<file path="config.mk">
export PLATFORM = sky130hd
export DESIGN_NAME = muldiv_unit
export DESIGN_NICKNAME = d
export VERILOG_FILES = /design/src/rtl/muldiv_pkg.sv /design/src/rtl/muldiv_step.sv /design/src/rtl/muldiv_unit.sv
export SDC_FILE = /design/constraint.sdc
export NUM_CORES = 1
export LEC_CHECK = 0
export CORE_AREA = 2 2 172 174
export CTS_CLUSTER_DIAMETER = 60
export DETAILED_ROUTE_END_ITERATION = 10
export DIE_AREA = 0 0 174 176
export DONT_BUFFER_PORTS = 1
export GPL_TIMING_DRIVEN = 0
export PLACE_DENSITY = 0.78
export SYNTH_ARGS = -nofsm -noshare
export SYNTH_HDL_FRONTEND = slang
export SYNTH_SLANG_ARGS = --single-unit
</file>
<file path="constraint.sdc">
create_clock -name clk -period 6.27 [get_ports clk]
set_input_delay 0.9405 -clock clk [delete_from_list [all_inputs] [get_ports clk]]
set_output_delay 0.9405 -clock clk [all_outputs]
set_load 0.01 [all_outputs]
</file>
<file path="src/rtl/muldiv_pkg.sv">
// Shared RV32M multiply/divide definitions: funct3 encodings, FSM states and
// operand-signedness helpers. The decode stage imports the same constants.
package muldiv_pkg;

  localparam logic [2:0] FUNCT3_MUL    = 3'b000;
  localparam logic [2:0] FUNCT3_MULH   = 3'b001;
  localparam logic [2:0] FUNCT3_MULHSU = 3'b010;
  localparam logic [2:0] FUNCT3_MULHU  = 3'b011;
  localparam logic [2:0] FUNCT3_DIV    = 3'b100;
  localparam logic [2:0] FUNCT3_DIVU   = 3'b101;
  localparam logic [2:0] FUNCT3_REM    = 3'b110;
  localparam logic [2:0] FUNCT3_REMU   = 3'b111;

  typedef enum logic [1:0] {
    IDLE = 2'b00,
    CALC = 2'b01,
    FIX  = 2'b10,
    DONE = 2'b11
  } state_t;

  // Divide ops all have funct3[2] set; funct3[1] then selects remainder.
  function automatic logic is_div_op(input logic [2:0] f);
    return f[2];
  endfunction

  // rs1 is treated as signed for MUL, MULH, MULHSU, DIV and REM.
  function automatic logic a_is_signed(input logic [2:0] f);
    return (f != FUNCT3_MULHU) && (f != FUNCT3_DIVU) && (f != FUNCT3_REMU);
  endfunction

  // rs2 is treated as signed for MUL, MULH, DIV and REM.
  function automatic logic b_is_signed(input logic [2:0] f);
    return (f == FUNCT3_MUL) || (f == FUNCT3_MULH) ||
           (f == FUNCT3_DIV) || (f == FUNCT3_REM);
  endfunction

endpackage

</file>
<file path="src/rtl/muldiv_step.sv">
// One iteration of the iterative datapath. Multiply: shift-add on
// {acc, mplier}. Divide: restoring subtract on {rem, quot}, where the
// dividend is shifted out of the top of quot as quotient bits enter below.
module muldiv_step #(
  parameter int XLEN = 32
) (
  input  logic            is_div,
  input  logic [XLEN-1:0] hi,       // accumulator / partial remainder
  input  logic [XLEN-1:0] lo,       // multiplier / dividend-then-quotient
  input  logic [XLEN-1:0] opnd,     // multiplicand / divisor magnitude
  output logic [XLEN-1:0] hi_next,
  output logic [XLEN-1:0] lo_next
);

  logic [XLEN:0] sum;
  logic [XLEN:0] shifted;
  logic [XLEN:0] diff;
  logic          fits;

  // Compute both iteration flavours and pick one by is_div.
  always_comb begin
    // NOTE: every output gets a value on every path so no latch is inferred.
    sum     = {1'b0, hi} + (lo[0] ? {1'b0, opnd} : '0);
    shifted = {hi, lo[XLEN-1]};
    diff    = shifted - {1'b0, opnd};
    fits    = (shifted >= {1'b0, opnd});
    if (is_div) begin
      hi_next = fits ? diff[XLEN-1:0] : shifted[XLEN-1:0];
      lo_next = {lo[XLEN-2:0], fits};
    end else begin
      hi_next = sum[XLEN:1];
      lo_next = {sum[0], lo[XLEN-1:1]};
    end
  end

endmodule

</file>
<file path="src/rtl/muldiv_unit.sv">
// Iterative RV32M multiply/divide unit, one bit per cycle, one operation in
// flight. Feeds the register-file write port via result_valid/result/rd_out.
module muldiv_unit
  import muldiv_pkg::*;
#(
  parameter int XLEN  = 32,
  parameter int CNT_W = 6
) (
  input  logic            clk,
  input  logic            rst,
  input  logic            start,
  input  logic [2:0]      funct3,
  input  logic [XLEN-1:0] operand_a,
  input  logic [XLEN-1:0] operand_b,
  input  logic [4:0]      rd_in,
  input  logic            kill,
  output logic            busy,
  output logic            result_valid,
  output logic [XLEN-1:0] result,
  output logic [4:0]      rd_out
);

  localparam logic [CNT_W-1:0] LAST_ITER = CNT_W'(XLEN - 1);
  localparam logic [XLEN-1:0]  INT_MIN   = {1'b1, {(XLEN-1){1'b0}}};

  state_t            state;
  logic [CNT_W-1:0]  count;
  logic [XLEN-1:0]   hi_q, lo_q, opnd_q;
  logic [2:0]        op_q;
  logic [4:0]        rd_q;
  logic              neg_main_q;   // product or quotient needs negating
  logic              neg_rem_q;    // remainder needs negating
  logic              valid_q;

  // Launch-time decode of the live operands.
  logic              a_neg, b_neg;
  logic [XLEN-1:0]   a_mag, b_mag;
  logic              div_zero, overflow, special_hit;
  logic [XLEN-1:0]   special_result;

  // Datapath step and final correction.
  logic [XLEN-1:0]   hi_next, lo_next;
  logic [2*XLEN-1:0] prod, prod_fix;
  logic [XLEN-1:0]   quot_fix, rem_fix, fix_result;

  muldiv_step #(.XLEN(XLEN)) u_step (
    .is_div  (is_div_op(op_q)),
    .hi      (hi_q),
    .lo      (lo_q),
    .opnd    (opnd_q),
    .hi_next (hi_next),
    .lo_next (lo_next)
  );

  // Operand magnitudes, signs and the short-circuit divide cases.
  always_comb begin
    a_neg       = a_is_signed(funct3) & operand_a[XLEN-1];
    b_neg       = b_is_signed(funct3) & operand_b[XLEN-1];
    a_mag       = a_neg ? -operand_a : operand_a;
    b_mag       = b_neg ? -operand_b : operand_b;
    div_zero    = (operand_b == '0);
    overflow    = ((funct3 == FUNCT3_DIV) || (funct3 == FUNCT3_REM)) &&
                  (operand_a == INT_MIN) && (operand_b == '1);
    special_hit = is_div_op(funct3) && (div_zero || overflow);
    if (div_zero)
      special_result = funct3[1] ? operand_a : '1;
    else
      special_result = funct3[1] ? '0 : operand_a;
  end

  // Sign correction and low/high or quotient/remainder selection.
  always_comb begin
    prod     = {hi_q, lo_q};
    prod_fix = neg_main_q ? -prod : prod;
    quot_fix = neg_main_q ? -lo_q : lo_q;
    rem_fix  = neg_rem_q  ? -hi_q : hi_q;
    if (is_div_op(op_q))
      fix_result = op_q[1] ? rem_fix : quot_fix;
    else if (op_q == FUNCT3_MUL)
      fix_result = prod_fix[XLEN-1:0];
    else
      fix_result = prod_fix[2*XLEN-1:XLEN];
  end

  // A kill during DONE must suppress the pulse in that same cycle.
  assign result_valid = valid_q & ~kill;

  // Control FSM with registered busy/result/rd_out outputs.
  always_ff @(posedge clk or posedge rst) begin
    // NOTE: sequential state uses non-blocking assignments so every register
    // samples pre-edge values regardless of statement order.
    if (rst) begin
      state      <= IDLE;
      count      <= '0;
      hi_q       <= '0;
      lo_q       <= '0;
      opnd_q     <= '0;
      op_q       <= FUNCT3_MUL;
      rd_q       <= '0;
      neg_main_q <= 1'b0;
      neg_rem_q  <= 1'b0;
      valid_q    <= 1'b0;
      busy       <= 1'b0;
      result     <= '0;
      rd_out     <= '0;
    end else begin
      unique case (state)
        IDLE: begin
          if (start && !kill) begin
            busy <= 1'b1;
            op_q <= funct3;
            rd_q <= rd_in;
            if (special_hit) begin
              result  <= special_result;
              rd_out  <= rd_in;
              valid_q <= 1'b1;
              state   <= DONE;
            end else begin
              hi_q       <= '0;
              lo_q       <= is_div_op(funct3) ? a_mag : b_mag;
              opnd_q     <= is_div_op(funct3) ? b_mag : a_mag;
              neg_main_q <= a_neg ^ b_neg;
              neg_rem_q  <= a_neg;
              count      <= '0;
              state      <= CALC;
            end
          end
        end
        CALC: begin
          if (kill) begin
            busy  <= 1'b0;
            state <= IDLE;
          end else begin
            hi_q  <= hi_next;
            lo_q  <= lo_next;
            count <= count + CNT_W'(1);
            if (count == LAST_ITER)
              state <= FIX;
          end
        end
        FIX: begin
          if (kill) begin
            busy  <= 1'b0;
            state <= IDLE;
          end else begin
            result  <= fix_result;
            rd_out  <= rd_q;
            valid_q <= 1'b1;
            state   <= DONE;
          end
        end
        DONE: begin
          valid_q <= 1'b0;
          busy    <= 1'b0;
          state   <= IDLE;
        end
        default: state <= IDLE;
      endcase
    end
  end

endmodule

</file>
# Yosys cells after proc, flatten, opt, wreduce, memory -nomap -nowiden
# Cells that the tools add are included.
# op_classes
addsub	8
magnitude_cmp	1
eq_ne	19
mux	50
bitwise_logic	6
reduce_logical	27
# op_table
cell	n
32-bit two-way mux	25
32-bit one-hot mux with 2 select lines	3
32-bit negation	4
32-bit == test, second input constant	2
64-bit two-way mux	1
64-bit negation	1
32-bit by 32-bit adder with 33-bit output	1
33-bit by 32-bit >= comparator with 1-bit output	1
32-bit zero test	1
32-bit subtractor	1
6-bit two-way mux	3
5-bit two-way mux	3
6-bit one-hot mux with 2 select lines	1
4-bit AND reduction	3
2-bit two-way mux	5
2-bit != test, second input constant	5
5-bit one-hot mux with 2 select lines	1
3-bit != test, second input constant	3
2-bit one-hot mux with 4 select lines	1
6-bit by 1-bit adder with 6-bit output, second input constant	1
3-bit == test, second input constant	2
6-bit by 5-bit == test with 1-bit output, second input constant	1
1-bit logical AND	6
3-bit zero test	2
other kinds (18)	34
# word_totals
regBits	153
inputBits	76
output_inout_bits	39
word_cells	124

# Longest topological paths before layout
# depth
depth_word	10
mapped_depth	15
depth_no_buf	14

# Modules after synthesis
# A second synthesis with hierarchy kept.
# unflattened
cells_unflattened	2229
hier_area_um2	17026.3
# modules_own_cells
mod	instances	cells_per_inst	area_per_inst_um2	seq_area_each_um2
muldiv_unit	1	1552	12273.0	3828.7
muldiv_step	1	677	4753.3	0.0

# Worst setup path after synthesis
# OpenSTA, ideal clock, no wires.
# synth_timing
path_kind	input-to-reg
from	input port operand_a[25]
to	register hi_q[22]
t_arrival_ns	3.314
setup_slack_ns	2.821
stages	11
n_path_buf	1
cell_sequence	or3_1 or3_1 or4_4 o31ai_4 a21oi_2 nor2_4 buf_6 nor3_2 a22o_1 a31oi_1 o31ai_1
# synth_via
elab_chain_cells	7
# synth_rtl
element	line	source
start: declaration	muldiv_unit.sv:13	input logic [XLEN-1:0] operand_a,
32-bit == test	muldiv_unit.sv:63	(operand_a == INT_MIN) && (operand_b == '1);
1-bit logical AND	muldiv_unit.sv:62	overflow = ((funct3 == FUNCT3_DIV) || (funct3 == FUNCT3_REM)) &&
1-bit logical AND	muldiv_unit.sv:63	
1-bit logical OR	muldiv_unit.sv:64	special_hit = is_div_op(funct3) && (div_zero || overflow);
1-bit logical AND	muldiv_unit.sv:64	
2-bit != test (no source line)	--	
4-bit AND reduction (no source line)	--	
end signal: assignment	muldiv_unit.sv:134	hi_q <= hi_next;
end: declaration	muldiv_unit.sv:28	logic [XLEN-1:0] hi_q, lo_q, opnd_q;
# Every way passes these cells.
# A chain may end at the register's enable or synchronous reset.

# Final worst setup path
# layout_timing
from	register lo_q[0]
to	register hi_q[29]
# layout_via
elab_chain_cells	5
# layout_rtl
element	line	source
start: declaration	muldiv_unit.sv:28	
start signal: assignment	muldiv_unit.sv:120	lo_q <= is_div_op(funct3) ? a_mag : b_mag;
start signal: assignment	muldiv_unit.sv:135	lo_q <= lo_next;
32-bit two-way mux	muldiv_step.sv:23	sum = {1'b0, hi} + (lo[0] ? {1'b0, opnd} : '0);
32-bit by 32-bit adder with 33-bit output	muldiv_step.sv:23	
32-bit two-way mux	muldiv_step.sv:27	if (is_div) begin
32-bit two-way mux	muldiv_unit.sv:130	if (kill) begin
32-bit one-hot mux with 2 select lines	muldiv_unit.sv:107	unique case (state)
# Every way passes these cells. The select of a mux whose other input is x is not followed.

==> impl_results.md <==
* Critical Path Fanout Max at 10
* RSZ-0062 raised after global routing: no
* Area leader, netlist: dfrtp_1
* Antenna violations before repair at 4
* Leak pwr at 6.84 nW
* Inst Count DP at 2453
* CTS tree: built
* Post-synth EDFFs at 0
* Post-CTS Resized at 0
* FF+latch count, synth at 153
* Clk_skew at 20.7 ps
* Root Buffer: clkbuf_16
* Final setup vio count at 0
* Postcts setup bufs at 0
* Int Pwr at 3.99 mW
* Sw power at 4.89 mW
* Crit Path Category: register to register
* Post-route cell area at 16700 sq um
* Max-cap violations at 0
* DR DRC count at 0
* Routed Antenna Nets at 0
* Clock Path Buffers at 2
* Pwr Density at 532 nW/um^2
* GRT overflow at 0
* Crit end category: register
* Register share of total power at 22.1%
* Class of the worst hold path: input pin to asynchronous set/reset pin
* Worst Path Required at 6600 ps
* Seq/Total Area, Yosys at 24.6%
* Yosys cell types at 87
* Maximum VDD drop at 0.000258 V
* Net count reported at finish at 2240
* Commonest non-fill, non-tap cell in the layout: nor2_1
* Initial core utilization at 54.6%
* Final hold violation count at 0
* Reg2Reg Launch Point: lo_q[0]$_DFFE_PP0P_
* Post-Syn Nets at 2220
* Final critical-path share of the clock period at 75.1%
* CTS Sinks at 153
* Die height at 176 um
* Die Area at 30600 sq um
* Clock H-tree levels at 4
* Worst skew pair latency at 460 ps
* Routability Congestion at 1.06
* First-pass GRT wire length at 99.3 mm
* Max transition margin at 30.8%
* Core area at 28500 sq um
* Total power at 8.88 mW
* Via density at 6.87
* Num CTS Buffers at 17
* Warnings from Yosys at 0
* Worst reg2reg path endpoint: hi_q[29]$_DFFE_PP0P_
* Reg2reg path depth at 13
* Sw frac at 55.1%
* Outcome: complete, no violations
* Die width at 174 um
* Input/output buffers at 0
* Final Non-Filler Cells at 2485
* Number of global-route vias before repair at 15898
* Clock transition at the registers of the reported paths at 80 ps
* CTS Hold Bufs at 0
* WL per Instance at 26.9 um
* Syn Inst Count at 2068
* Clk network pwr share at 12.6%
* Largest net degree at the start of global routing at 97
* Gr usage total at 43.1%
* Share of cells above drive strength 1 at 6.19%
* Fillers at 2803
* Drt first pass iters at 9
* Combinational Power Share at 65.3%
* IO Pins at 115
* Post-Synth Adder-Cell Area at 7.36%
* Top cells by area, synth: dfrtp_1 (25%), a21oi_1 (7.1%), ha_1 (5.9%), nor2_1 (5.7%), o21ai_0 (5.4%)
* Seq. cell area at 3830 sq um
* Worst-Margin Slew at 1040 ps
* Xor-xnor portion of the synthesized cell area at 10.5%
* Post-synth top area share at 24.6%
* Slew Viols, Final at 0
* Top_reg_cell synth: dfrtp_1
* Fin crit period at 4710 ps
* DRT iter0 DRCs at 2203
* Synthesized area per cell at 7.53 sq um
* Synth Area in Compound Gates at 28.2%
* Post-DP HPWL at 52.5 mm
* Synth Cell Area at 15600 sq um
* Drt total wl at 66.9 mm
* Reg2reg setup slack at 1560 ps
* Post-DP Area at 16100 sq um
* Multi-input logic area at 10900 sq um
* Async set or reset register ratio after synthesis at 100%
* Startpoint types: register
* Syn-to-layout area delta at 7.26%
* Ant. Diodes at 0
* Commonest cells after routing, fill and taps aside: nor2_1 (237), a21oi_1 (222), nand2_1 (188), o21ai_0 (169), dfrtp_1 (153)
* Vias at 17071
* Post-synthesis mux area share at 4.16%
* Row Count at 62
* Post-synthesis simple-gate area fraction at 19.7%
* Largest family of logic cells by synthesized area: compound AO/OA/AOI/OAI gates
* CP arrival at 5030 ps
* Highest Clock Rate at 213 MHz
metal layers:
| layer | part of all wire [%] | global-route usage [%] | vias up |
|---|---|---|---|
| met1 | 40 | 56.7 | 8155 |
| met4 | 6.0 | 22.6 | 4 |
| li1 | - | - | 7526 |
| met2 | 43 | 65.5 | 1155 |
| met5 | 0.036 | 0 | - |
| met3 | 11 | 11.0 | 231 |
how the worst max path moves through the flow:
stage / from / end / slack [ps] / cells after the start
final: lo_q[0]$_DFFE_PP0P_ / hi_q[29]$_DFFE_PP0P_ / 1560 / 13
after global placement: rst / opnd_q[6]$_DFFE_PP0P_ / -580 / 1
after global routing: lo_q[0]$_DFFE_PP0P_ / hi_q[29]$_DFFE_PP0P_ / 1430 / 13
after floorplan: rst / busy$_DFFE_PP0P_ / 1210 / 1
after CTS: lo_q[0]$_DFFE_PP0P_ / result[2]$_DFFE_PP0P_ / 1810 / 15
after detailed placement: lo_q[0]$_DFFE_PP0P_ / hi_q[29]$_DFFE_PP0P_ / 1840 / 13
power by group through the flow:
| stage | clock (mW) | sequential (mW) | combinational (mW) |
|---|---|---|---|
| 5_1_grt | 1.17 | 1.99 | 6.17 |
| 2_1_floorplan | 0 | 1.74 | 3.95 |
| 4_1_cts | 1.12 | 1.93 | 5.55 |
| 6_report | 1.12 | 1.96 | 5.80 |
| 3_3_place_gp | 0 | 1.93 | 5.47 |
| 3_5_place_dp | 0 | 1.95 | 5.52 |
worst max-delay path, stage by stage, from the launching register on:
cell and delay [ps]:
dfrtp_1 540, inv_1 240, clkbuf_1 530, nor2_1 120, ha_1 380, and3_1 370
a21oi_1 120, a21oi_1 600, a41oi_1 400, o31a_1 410, o21ai_1 320, xor2_1 130
a221oi_1 310, a21oi_1 80
state kept, by name, indices dropped and copies added (netlist names):
register	cells
hi_q	32
lo_q	32
opnd_q	32
result	32
count	6
rd_out	5
rd_q	5
op_q	3
state	2
busy	1
neg_main_q	1
neg_rem_q	1
valid_q	1
cell type report:
| class | instances | area share (%) |
|---|---|---|
| buffer | 143 | 3.50 |
| clock buffer | 19 | 2.71 |
| clock inverter | 13 | 0.951 |
| inverter | 70 | 1.60 |
| multi-input combinational | 1702 | 65.3 |
| sequential | 153 | 22.9 |
| tap | 384 | 2.88 |
| timing repair buffer | 1 | 0.165 |
Yosys cell counts, drive strengths merged (5+ instances only):
cell type,count
o21a,10
nand2b,21
a21o,30
o21bai,12
nand4b,7
o31a,5
o221ai,9
xnor2,95
or2,9
dfrtp,153
o31ai,32
nor2,239
a311oi,5
ha,74
a21oi,223
o22ai,11
nor3,36
o211ai,31
nand3,26
xor2,92
nor2b,11
a31oi,24
a22oi,28
maj3,18
or4,16
clkbuf,108
and3,8
nor4,15
buf,35
inv,69
and2,12
mux2i,22
nand4,23
o41ai,17
a211oi,39
nand2,188
o21ai,200
or3,25
mux2,38
kinds of logic after synthesis:
kind of cell,count (synthesis)
AOI/OAI and AO/OA,713
buffers and inverters,213
xor gates and xnor gates,187
adders and majority gates,94
and+or+nand+nor,648
DFF,153
muxes,60
metrics by stage:
step	setup TNS [ps]	setup WS (ps)	hold slack [ps]	util, %
6_report	0	1560	408	58.5
5_1_grt	0	1430	445	58.5
4_1_cts	0	1810	425	58.5
3_5_place_dp	0	1840	474	56.4
3_3_place_gp	-84470	-584	467	56.3
2_1_floorplan	0	1210	449	-
No activity file was read; power rests on OpenSTA's default activity.
